File: src/rtl/imem_responder_if.sv
`default_nettype none
// ============================================================================
// Module   : imem_responder_if
// Brief    : Fetch read bus and program-load write bus of the instruction memory.
// Revision : 1.0
// ============================================================================
interface imem_responder_if #(
  parameter int ADDR_WIDTH = 4
);
  logic                  mem_re;
  logic [ADDR_WIDTH-1:0] mem_addr;
  logic                  mem_ready;
  logic [63:0]           mem_rdata;
  logic                  mem_rvalid;
  logic                  prog_we;
  logic [ADDR_WIDTH-1:0] prog_addr;
  logic [63:0]           prog_wdata;

  modport master (
    output mem_re, mem_addr, prog_we, prog_addr, prog_wdata,
    input  mem_ready, mem_rdata, mem_rvalid
  );

  modport slave (
    input  mem_re, mem_addr, prog_we, prog_addr, prog_wdata,
    output mem_ready, mem_rdata, mem_rvalid
  );
endinterface
`default_nettype wire

File: src/rtl/imem_responder.sv
`default_nettype none
// ============================================================================
// Module   : imem_responder
// Brief    : 64-bit-word instruction memory answering fetch reads after LATENCY cycles.
// Revision : 1.0
// ============================================================================
module imem_responder #(
  parameter int ADDR_WIDTH = 4,
  parameter int LATENCY    = 1
) (
  input logic             clk,
  input logic             rst,
  imem_responder_if.slave bus
);
  localparam int         c_depth     = 2 ** ADDR_WIDTH;
  localparam logic [1:0] c_wait_load = 2'(LATENCY - 1);

  if (LATENCY < 1 || LATENCY > 4) begin : g_latency_check
    $error("imem_responder: LATENCY must be within 1..4");
  end

  typedef enum logic [1:0] {
    S_IDLE = 2'd0,
    S_WAIT = 2'd1,
    S_RESP = 2'd2
  } state_t;

  logic [63:0] r_mem [c_depth];
  state_t      r_state;
  logic [1:0]  r_cnt;
  logic [63:0] r_hold;
  logic [63:0] r_rdata;
  logic        r_rvalid;
  logic        r_ready;
  logic        w_accept;

  assign w_accept       = bus.mem_re && r_ready;
  assign bus.mem_ready  = r_ready;
  assign bus.mem_rdata  = r_rdata;
  assign bus.mem_rvalid = r_rvalid;

  // Contents survive reset; only program loads are blocked while it is asserted.
  always_ff @(posedge clk) begin
    if (rst && bus.prog_we) begin
      r_mem[bus.prog_addr] <= bus.prog_wdata;
    end
  end

  // The array read here sees the pre-write word, giving read-before-write.
  always_ff @(posedge clk) begin
    if (!rst) begin
      r_state  <= S_IDLE;
      r_cnt    <= 2'd0;
      r_rvalid <= 1'b0;
      r_rdata  <= 64'h0;
      r_ready  <= 1'b1;
    end else begin
      r_rvalid <= 1'b0;
      case (r_state)
        S_IDLE, S_RESP: begin
          if (w_accept) begin
            r_hold <= r_mem[bus.mem_addr];
            if (LATENCY == 1) begin
              r_state  <= S_RESP;
              r_rvalid <= 1'b1;
              r_rdata  <= r_mem[bus.mem_addr];
              r_ready  <= 1'b1;
            end else begin
              r_state <= S_WAIT;
              r_cnt   <= c_wait_load;
              r_ready <= 1'b0;
            end
          end else begin
            r_state <= S_IDLE;
            r_ready <= 1'b1;
          end
        end
        S_WAIT: begin
          if (r_cnt == 2'd1) begin
            r_state  <= S_RESP;
            r_cnt    <= 2'd0;
            r_rvalid <= 1'b1;
            r_rdata  <= r_hold;
            r_ready  <= 1'b1;
          end else begin
            r_cnt <= r_cnt - 2'd1;
          end
        end
        default: begin
          r_state <= S_IDLE;
          r_ready <= 1'b1;
        end
      endcase
    end
  end
endmodule
`default_nettype wire

File: src/flat_wrapper.sv
// flat-port wrapper written by rule: the top's interface ports become plain ports
module imem_responder_flat 
#(
  parameter int ADDR_WIDTH = 4,
  parameter int LATENCY    = 1
)
  (clk, rst, bus_mem_re, bus_mem_addr, bus_prog_we, bus_prog_addr, bus_prog_wdata, bus_mem_ready, bus_mem_rdata, bus_mem_rvalid);
  imem_responder_if #(.ADDR_WIDTH(ADDR_WIDTH)) bus_i ();
  input logic clk;
  input logic rst;
  input wire logic [$bits(bus_i.mem_re)-1:0] bus_mem_re;
  input wire logic [$bits(bus_i.mem_addr)-1:0] bus_mem_addr;
  input wire logic [$bits(bus_i.prog_we)-1:0] bus_prog_we;
  input wire logic [$bits(bus_i.prog_addr)-1:0] bus_prog_addr;
  input wire logic [$bits(bus_i.prog_wdata)-1:0] bus_prog_wdata;
  output wire logic [$bits(bus_i.mem_ready)-1:0] bus_mem_ready;
  output wire logic [$bits(bus_i.mem_rdata)-1:0] bus_mem_rdata;
  output wire logic [$bits(bus_i.mem_rvalid)-1:0] bus_mem_rvalid;
  assign bus_i.mem_re = bus_mem_re;
  assign bus_i.mem_addr = bus_mem_addr;
  assign bus_i.prog_we = bus_prog_we;
  assign bus_i.prog_addr = bus_prog_addr;
  assign bus_i.prog_wdata = bus_prog_wdata;
  assign bus_mem_ready = bus_i.mem_ready;
  assign bus_mem_rdata = bus_i.mem_rdata;
  assign bus_mem_rvalid = bus_i.mem_rvalid;
  imem_responder #(.ADDR_WIDTH(ADDR_WIDTH), .LATENCY(LATENCY)) u_core (.clk(clk), .rst(rst), .bus(bus_i));
endmodule
File: config.mk
export PLATFORM = sky130hd
export DESIGN_NAME = imem_responder_flat
export DESIGN_NICKNAME = d
export VERILOG_FILES = /design/src/rtl/imem_responder_if.sv /design/src/rtl/imem_responder.sv /design/src/flat_wrapper.sv
export SDC_FILE = /design/constraint.sdc
export NUM_CORES = 1
export LEC_CHECK = 0
export CORE_MARGIN = 2
export CORE_UTILIZATION = 55
export CTS_CLUSTER_SIZE = 20
export DETAILED_ROUTE_END_ITERATION = 10
export HOLD_SLACK_MARGIN = 0.12
export MAX_ROUTING_LAYER = met4
export PLACE_DENSITY_LB_ADDON = 0.12
export SYNTH_ARGS = -nofsm -noshare
export SYNTH_HDL_FRONTEND = slang
export SYNTH_SLANG_ARGS = --single-unit
File: constraint.sdc
create_clock -name clk -period 11.4 [get_ports clk]
set_input_delay 2.28 -clock clk [delete_from_list [all_inputs] [get_ports clk]]
set_output_delay 2.28 -clock clk [all_outputs]
set_load 0.01 [all_outputs]
=== After elaboration in Yosys (flattened, before gate mapping) ===
Memories as Yosys holds them, arrays and structs flattened.
Index checks and enable logic that the tools add are counted.

* Register bits after elaboration: 133
* Memory bits (writable): 1024
* Input port bits: 76
* Output and inout bits: 66
* Logic and storage cells: 30
* Memories: 1

{| class="wikitable"
|+ Memory list
! memory !! words !! bits a word !! rd ports !! clocked after Yosys merged registers in !! wr ports !! RTL line !! RTL
|-
| u_core.r_mem || 16 || 64 || 1 || 0 || 1 || imem_responder.sv:28 || <nowiki>logic [63:0] r_mem [c_depth];</nowiki>
|}

* $add $sub $neg: 1
* Equality and inequality tests: 5
* Muxes and demuxes: 12
* Reduce and logical (&&, ||, !) cells: 6

{| class="wikitable"
|+ Operators with widths
! kind !! count
|-
| $mux W64 || 2
|-
| $pmux W64 S2 || 1
|-
| $mux W2 || 3
|-
| $reduce_and A3 Y1 || 2
|-
| $eq A2 B1 Y1 const B || 2
|-
| $mux W1 || 4
|-
| $ne A2 B1 Y1 const B || 2
|-
| $pmux W2 S2 || 1
|-
| $eq A2 B2 Y1 const B || 1
|-
| $logic_not A2 Y1 || 1
|-
| $pmux W1 S2 || 1
|-
| $reduce_bool A2 Y1 || 1
|-
| $reduce_or A2 Y1 || 1
|-
| $sub A2 B1 Y2 const B || 1
|-
| $logic_and A1 B1 Y1 || 1
|}

=== Depth between registers and ports, before layout ===
Gate-level depths: netlist of run 1.

* Depth in word-level cells: 4
* Mapped depth: 7
* Mapped depth without buffers: 4

=== Worst setup path after synthesis of run 1 ===
No wires, ideal clock.

* Path type: input to register
* Start: input bus_prog_addr[1]
* End: memory u_core.r_mem[0][0], enable pin
* Arrival time: 7.064 ns
* Path slack: 3.770 ns
* Stages: 2
* Cells stage by stage: or3_1 > nor3_1

{| class="wikitable"
|+ RTL lines
! element !! RTL line !! RTL
|-
| start: declaration || flat_wrapper.sv:14 || <nowiki>input wire logic [$bits(bus_i.prog_addr)-1:0] bus_prog_addr;</nowiki>
|-
| end: declaration || imem_responder.sv:28 ||
|}

Straight into the memory's write port.

=== Worst setup path in the final report of run 1 ===
* Start: input bus_mem_addr[0]
* End: register u_core.r_rdata[36] (netlist: u_core.bus.mem_rdata[36])

* Longest elaborated chain between the ends: 3

{| class="wikitable"
|+ RTL lines
! element !! RTL line !! RTL
|-
| start: declaration || flat_wrapper.sv:12 || <nowiki>input wire logic [$bits(bus_i.mem_addr)-1:0] bus_mem_addr;</nowiki>
|-
| $mem_v2 Z16 W64 || - ||
|-
| $mux W64 || imem_responder.sv:61 || <nowiki>if (w_accept) begin</nowiki>
|-
| $pmux W64 S2 || imem_responder.sv:59 || <nowiki>case (r_state)</nowiki>
|-
| end signal: assignment || imem_responder.sv:66 || <nowiki>r_rdata <= r_mem[bus.mem_addr];</nowiki>
|-
| end signal: assignment || imem_responder.sv:83 || <nowiki>r_rdata <= r_hold;</nowiki>
|-
| end: declaration || imem_responder.sv:32 || <nowiki>logic [63:0] r_rdata;</nowiki>
|}

No other way between the ends. The select of a mux whose other input is x is not followed.
A chain may end at the register's enable or synchronous reset.

==> flow_summary.ini, run 1 <==
[outcome]
outcome = completed

[timing]
worst_slack_ns = 6.183
skew_ns = 0.02226
max_clock_freq_ghz = 0.1917
fin_crit_ns = 5.217
fin_crit_sh_pct = 45.76
slew_violations = 0
hold_viol_final = 0
worstMarginPinSlew_ns = 1.200
setup_violations = 0
slew_headroom_pct = 19.80
grt_setup_unrepaired = no
tns_ns = 0

[setup_path]
cpPeakStageDelay_ns = 0.90
crit_buf_inv = 3
crit_chain = clkdlybuf4s50_1, nor2_4, buf_4, buf_4, a22oi_1, nand3_1, nand3_1
worst-setup-path-type = in2reg
worst-path-max-fanout = 62
end_kind = register
worstSetupStartpointType = input port
critPathTopFamily = buffers and inverters
slowest_stage = nor2_4
worstPathArrival_ns = 5.75
required_ns = 11.93

[layout]
nets = 2647
final_layout_size_suffix_gt1_share_pct = 8.387
final_cells = 3635
syn_to_final_growth_pct = 13.40
nFillCells = 5236

[detailed_routing]
via_per_inst = 5.987
vias = 21760
drc = 0
finalWirelength_um = 94640
firstDrtPassIters = 5
antenna_left = 0
wire_per_inst_um = 26.04
drtIter0Drc = 2198

[global_routing]
grt_pass1_vias = 22210
gr-total-overflow = 0
grt_pass1_wl_um = 140200
gr-usage-all-layers_pct = 25.10
grt_max_degree = 135
antenna_found_initial = 7

[synth]
synth_cells = 2409
synth_nets = 2485
avgSynthCellArea_um2 = 17.29
synth.yosys.seq_area_share_pct = 76.95
synth_warnings = 0
ys_ff_latch = 1089
synth_area_um2 = 41650
synth_cell_types = 23

[floorplan]
initial_core_util_pct = 55.76
die_y_um = 279.2
num_rows = 100
ios = 142
coreArea_um2 = 74700
dieArea_um2 = 77950
die_x_um = 279.2

[clock_network]
cts.sink_count = 1089
cts.reportedPaths.clkPinSlew_ns = 0.06
post-cts-setup-buffer-count = 0
clk_latency_ns = 0.67
cts_tree = done
cts_root_buf = clkbuf_16
cts_buffers = 107
post_cts_resized = 0
htreeDepth = 3
cts_hold_buf = 0
clock_path_buffers = 3

[place]
dp_slack_ns = 5.550
io_buffers = 140
gp_congestion = 0.7979
hpwl_um = 45950
place_inst = 3431

[job]
drv_cap = 0

[min_path]
hold_class = reg2reg

[pwr]
power.leakage_nw = 16.48
vdd_drop_max_mv = 0.1071
p_per_area_nw_per_um2 = 176.0
worst register-to-register path: stages (launching register included):
cell	delay [ns]
edfxtp_1	0.37
mux2i_1	0.35
a22oi_1	0.12
nand3_1	0.14
nand3_1	0.09
cell families after synthesis:
logic type	after synthesis	share of synthesized area (%)
AND/OR/NAND/NOR	417	4.425
multiplexers	512	12.30
flip-flops	1089	76.95
AO/OA/AOI/OAI	256	3.845
buffers and inverters	134	2.469
other	1	0.009003
per-layer routing:
layer  track usage (%)  up-vias  share of wire [%]
met4             6.589        0                1.8
li1                  -     9729                  -
met2             38.64      765                 47
met5                 -        -                  0
met3             3.690      137                6.8
met1             35.53    11130                 44
final timing paths:
| kind | to | cells past startpoint | slack [ns] | startpoint |
|---|---|---|---|---|
| worst min-delay path | u_core.bus.mem_rdata[6] | 2 | 0.46 | u_core.bus.mem_rdata[6] |
| worst min register to register | u_core.bus.mem_rdata[6] | 2 | 0.46 | u_core.bus.mem_rdata[6] |
| worst max-delay path | u_core.bus.mem_rdata[36] | 7 | 6.18 | bus_mem_addr[0] |
| worst max register to register | u_core.bus.mem_rdata[43] | 4 | 10.22 | u_core.r_mem[4][43] |
through the flow:
step | util [%] | power (mW) | instance area (um^2) | hold WS (ns)
floorplan | - | 4.776 | 41650 | 0.4818
global placement | 58.60 | 4.948 | 43780 | 0.4437
global route | 63.24 | 8.549 | 47240 | 0.4767
finish | 63.24 | 8.313 | 47240 | 0.4556
CTS | 63.21 | 8.353 | 47220 | 0.4568
detailed placement | 58.60 | 4.958 | 43780 | 0.4428
layout by cell type, fill, tap and decap left out:
| master | synthesis | layout |
|---|---|---|
| clkbuf_1 | 54 | 19 |
| buf_12 | 11 | 2 |
| nand3_1 | 193 | 192 |
| edfxtp_1 | 1024 | 1024 |
| clkinv_1 | 0 | 25 |
| clkinv_8 | 0 | 2 |
| clkbuf_8 | 0 | 4 |
| a22oi_1 | 128 | 128 |
| clkinvlp_4 | 0 | 4 |
| buf_4 | 12 | 45 |
| nor3_2 | 0 | 4 |
| nand3_4 | 0 | 1 |
| a21oi_1 | 128 | 128 |
| nand4b_1 | 1 | 1 |
| nor2_1 | 14 | 1 |
| nand3b_1 | 1 | 1 |
| nand2_1 | 195 | 195 |
| nand4_1 | 1 | 1 |
| clkdlybuf4s50_1 | 0 | 139 |
| and2_1 | 2 | 1 |
| mux2i_1 | 512 | 512 |
| dfxtp_1 | 65 | 65 |
| nor2_4 | 0 | 13 |
| clkinv_2 | 0 | 21 |
| buf_8 | 0 | 1 |
| conb_1 | 1 | 1 |
| bufinv_16 | 0 | 10 |
| inv_6 | 0 | 3 |
| or3_1 | 1 | 1 |
| clkbuf_16 | 0 | 109 |
| and2_4 | 0 | 1 |
| diode_2 | 0 | 7 |
| nand2b_1 | 2 | 2 |
| nor2b_4 | 0 | 3 |
cells in the mapped netlist (all sizes together):
master	count	share of area [%]
a21oi	128	1.5
nor3	4	0.048
mux2i	512	12
and2	2	0.030
nor2	14	0.13
nand4b	1	0.021
clkbuf	54	0.49
nand2b	2	0.030
nand2	195	1.8
nor2b	3	0.045
nand4	1	0.015
buf	80	2.0
a22oi	128	2.3
dfxtp	65	3.1
or3	1	0.015
nand3b	1	0.018
edfxtp	1024	74
conb	1	0.0090
nand3	193	2.3
state kept, by name, indices dropped and copies added (netlist names):
signal,count
u_core.r_mem,1024
u_core.bus.mem_rdata,64
u_core.bus.mem_rvalid,1
layout make-up:
type	instances	area, um^2	share of cell area [%]
clock buffers	132	2854	6.042
clock inverters	65	588.1	1.245
flip-flops and latches	1089	32050	67.85
multi-input cells	1186	8728	18.48
diodes	7	17.52	0.03708
well taps	969	1212	2.567
repair buffers	187	1784	3.777
where the power goes:
group | internal (mW) | switching, mW
Clock | 2.00 | 1.44
Combinational | 0.157 | 0.251
Sequential | 4.44 | 0.0286
(Power assumes the default switching activity.)
==> inputs of run 2 (changes only) <==
==> constraint.sdc (replaced) <==
create_clock -name clk -period 5 [get_ports clk]
set_input_delay 1 -clock clk [delete_from_list [all_inputs] [get_ports clk]]
set_output_delay 1 -clock clk [all_outputs]
set_load 0.01 [all_outputs]
==> run 2 against run 1 <==
Total power is 130% higher. Sequential power is 130% higher. Clock-buffer cell count increased by 35. Critical path depth fell by 2. Clock power grew 140%. Register-to-register slack lost 6.3 ns. Setup slack got worse by 4.3 ns. Via count fell by 0.96%. Global-route usage decreased by 1.0 points. Critical path type unchanged. Largest cell class unchanged. Largest power group unchanged.
==> flow_summary.ini, run 2 (synthesis results as in run 1) <==
[setup_path]
required_ns = 5.26
worst-path-max-fanout = 41
crit_end = u_core.r_mem[0][59]
worstSetupStartpointType = input port
reg2reg_slack_ns = 3.91
startpoint = rst
worstReg2RegEnd = u_core.bus.mem_rdata[31]
r2r_start = u_core.r_mem[13][31]
end_kind = register
worstPathArrival_ns = 3.39
worst-setup-path-type = in2reg
r2r_cells = 4
slowest_stage = clkdlybuf4s50_1
crit_chain = clkdlybuf4s50_1, nand2_1, or3_1, nor3_4, buf_4
cpPeakStageDelay_ns = 0.85

[job]
drv_cap = 0

[detailed_routing]
antenna_left = 0
wire_per_inst_um = 24.99
firstDrtPassIters = 5
drc = 0
vias = 21550
finalWirelength_um = 91180
via_per_inst = 5.907
drtIter0Drc = 1979

[timing]
tns_ns = 0
skew_ns = 0.01487
grt_setup_unrepaired = no
slew_violations = 0
setup_violations = 0
hold_viol_final = 0
slew_headroom_pct = 20.52
max_clock_freq_ghz = 0.3195
fin_crit_ns = 3.130
worstMarginPinSlew_ns = 1.190
fin_crit_sh_pct = 62.60
worst_slack_ns = 1.870

[floorplan]
ios = 142
die_y_um = 279.2
initial_core_util_pct = 55.76
dieArea_um2 = 77950
die_x_um = 279.2
num_rows = 100
coreArea_um2 = 74700

[place]
place_inst = 3446
hpwl_um = 46440
dp_slack_ns = 1.293
place_area_um2 = 44190
gp_congestion = 0.7889
io_buffers = 140

[layout]
final_layout_size_suffix_gt1_share_pct = 8.959
final_common_cell = edfxtp_1
largest_reg_flops = 1024
syn_to_final_growth_pct = 14.77
regMostFlops = u_core.r_mem
layout_common_cells = edfxtp_1, mux2i_1, nand2_1
final_area_um2 = 47800
final_cells = 3649
nets = 2662

[clock_network]
post_cts_resized = 0
cts.sink_count = 1089
clk_latency_ns = 0.65
cts_hold_buf = 0
cts_root_buf = clkbuf_16
cts.reportedPaths.clkPinSlew_ns = 0.06
cts_tree = done
clock_path_buffers = 3
cts_buffers = 107
post-cts-setup-buffer-count = 0
htreeDepth = 3

[min_path]
hold_class = reg2reg

[global_routing]
grt_pass1_vias = 21840
grt_max_degree = 129
gr-total-overflow = 0
grt_pass1_wl_um = 135800
antenna_found_initial = 1
gr-usage-all-layers_pct = 24.06

[pwr]
vdd_drop_max_mv = 0.2971
power.leakage_nw = 16.72
p_per_area_nw_per_um2 = 403.1

[outcome]
outcome = completed
## run 2: cell types whose count changed in the layout (fill, tap and decap cells not counted), moves of 6 or more
cell      before  now
buf_12         2   24
buf_4         45   38
clkbuf_1      19   38
clkbuf_8       4   18
clkinv_1      25    9
clkinv_2      21   13
diode_2        7    1
## run 2: critical path: cells and delay by family
| kind | cells | cell delay (ns) |
|---|---|---|
| buffers and inverters | 2 | 1.45 |
| AND/OR/NAND/NOR | 3 | 0.88 |
## run 2: how the worst min path moves through the flow
stage	startpoint	endpoint	slack, ns	cells past startpoint
after floorplan	u_core.bus.mem_rdata[0]	u_core.bus.mem_rdata[0]	0.48	2
after global placement	u_core.bus.mem_rdata[27]	u_core.bus.mem_rdata[27]	0.45	2
after detailed placement	u_core.bus.mem_rdata[31]	u_core.bus.mem_rdata[31]	0.44	2
after CTS	u_core.bus.mem_rdata[31]	u_core.bus.mem_rdata[31]	0.46	2
after global routing	u_core.bus.mem_rdata[3]	u_core.bus.mem_rdata[3]	0.49	2
final	u_core.bus.mem_rdata[31]	u_core.bus.mem_rdata[31]	0.45	2
## run 2: power breakdown
part,internal [mW],switching (mW),leakage [nW],total [mW]
clock network,4.90,3.22,1.77,8.12
logic,0.375,0.589,5.19,0.964
registers,10.1,0.0638,9.76,10.2
## run 2: cell type report
class / count / area [um^2]
clock buffer: 167 / 3168
sequential: 1089 / 32050
clock inverter: 35 / 445.4
antenna: 1 / 2.502
multi-input combinational: 1186 / 8753
tap: 969 / 1212
timing repair buffer: 202 / 2172
fill: 5135 / 26890
## run 2: metrics by stage
step | util [%] | power [mW] | hold slack (ns)
2_1_floorplan | - | 10.89 | 0.4818
3_3_place_gp | 59.16 | 11.32 | 0.4479
3_5_place_dp | 59.16 | 11.34 | 0.4438
4_1_cts | 64.00 | 19.39 | 0.4577
5_1_grt | 64.00 | 19.83 | 0.4909
6_report | 64.00 | 19.27 | 0.4539
## run 2: per-layer routing
| layer | GRT usage (%) | part of all wire, % |
|---|---|---|
| met5 | - | 0 |
| met3 | 3.573 | 6.1 |
| met4 | 5.790 | 1.5 |
| met1 | 33.98 | 44 |
| met2 | 37.37 | 48 |
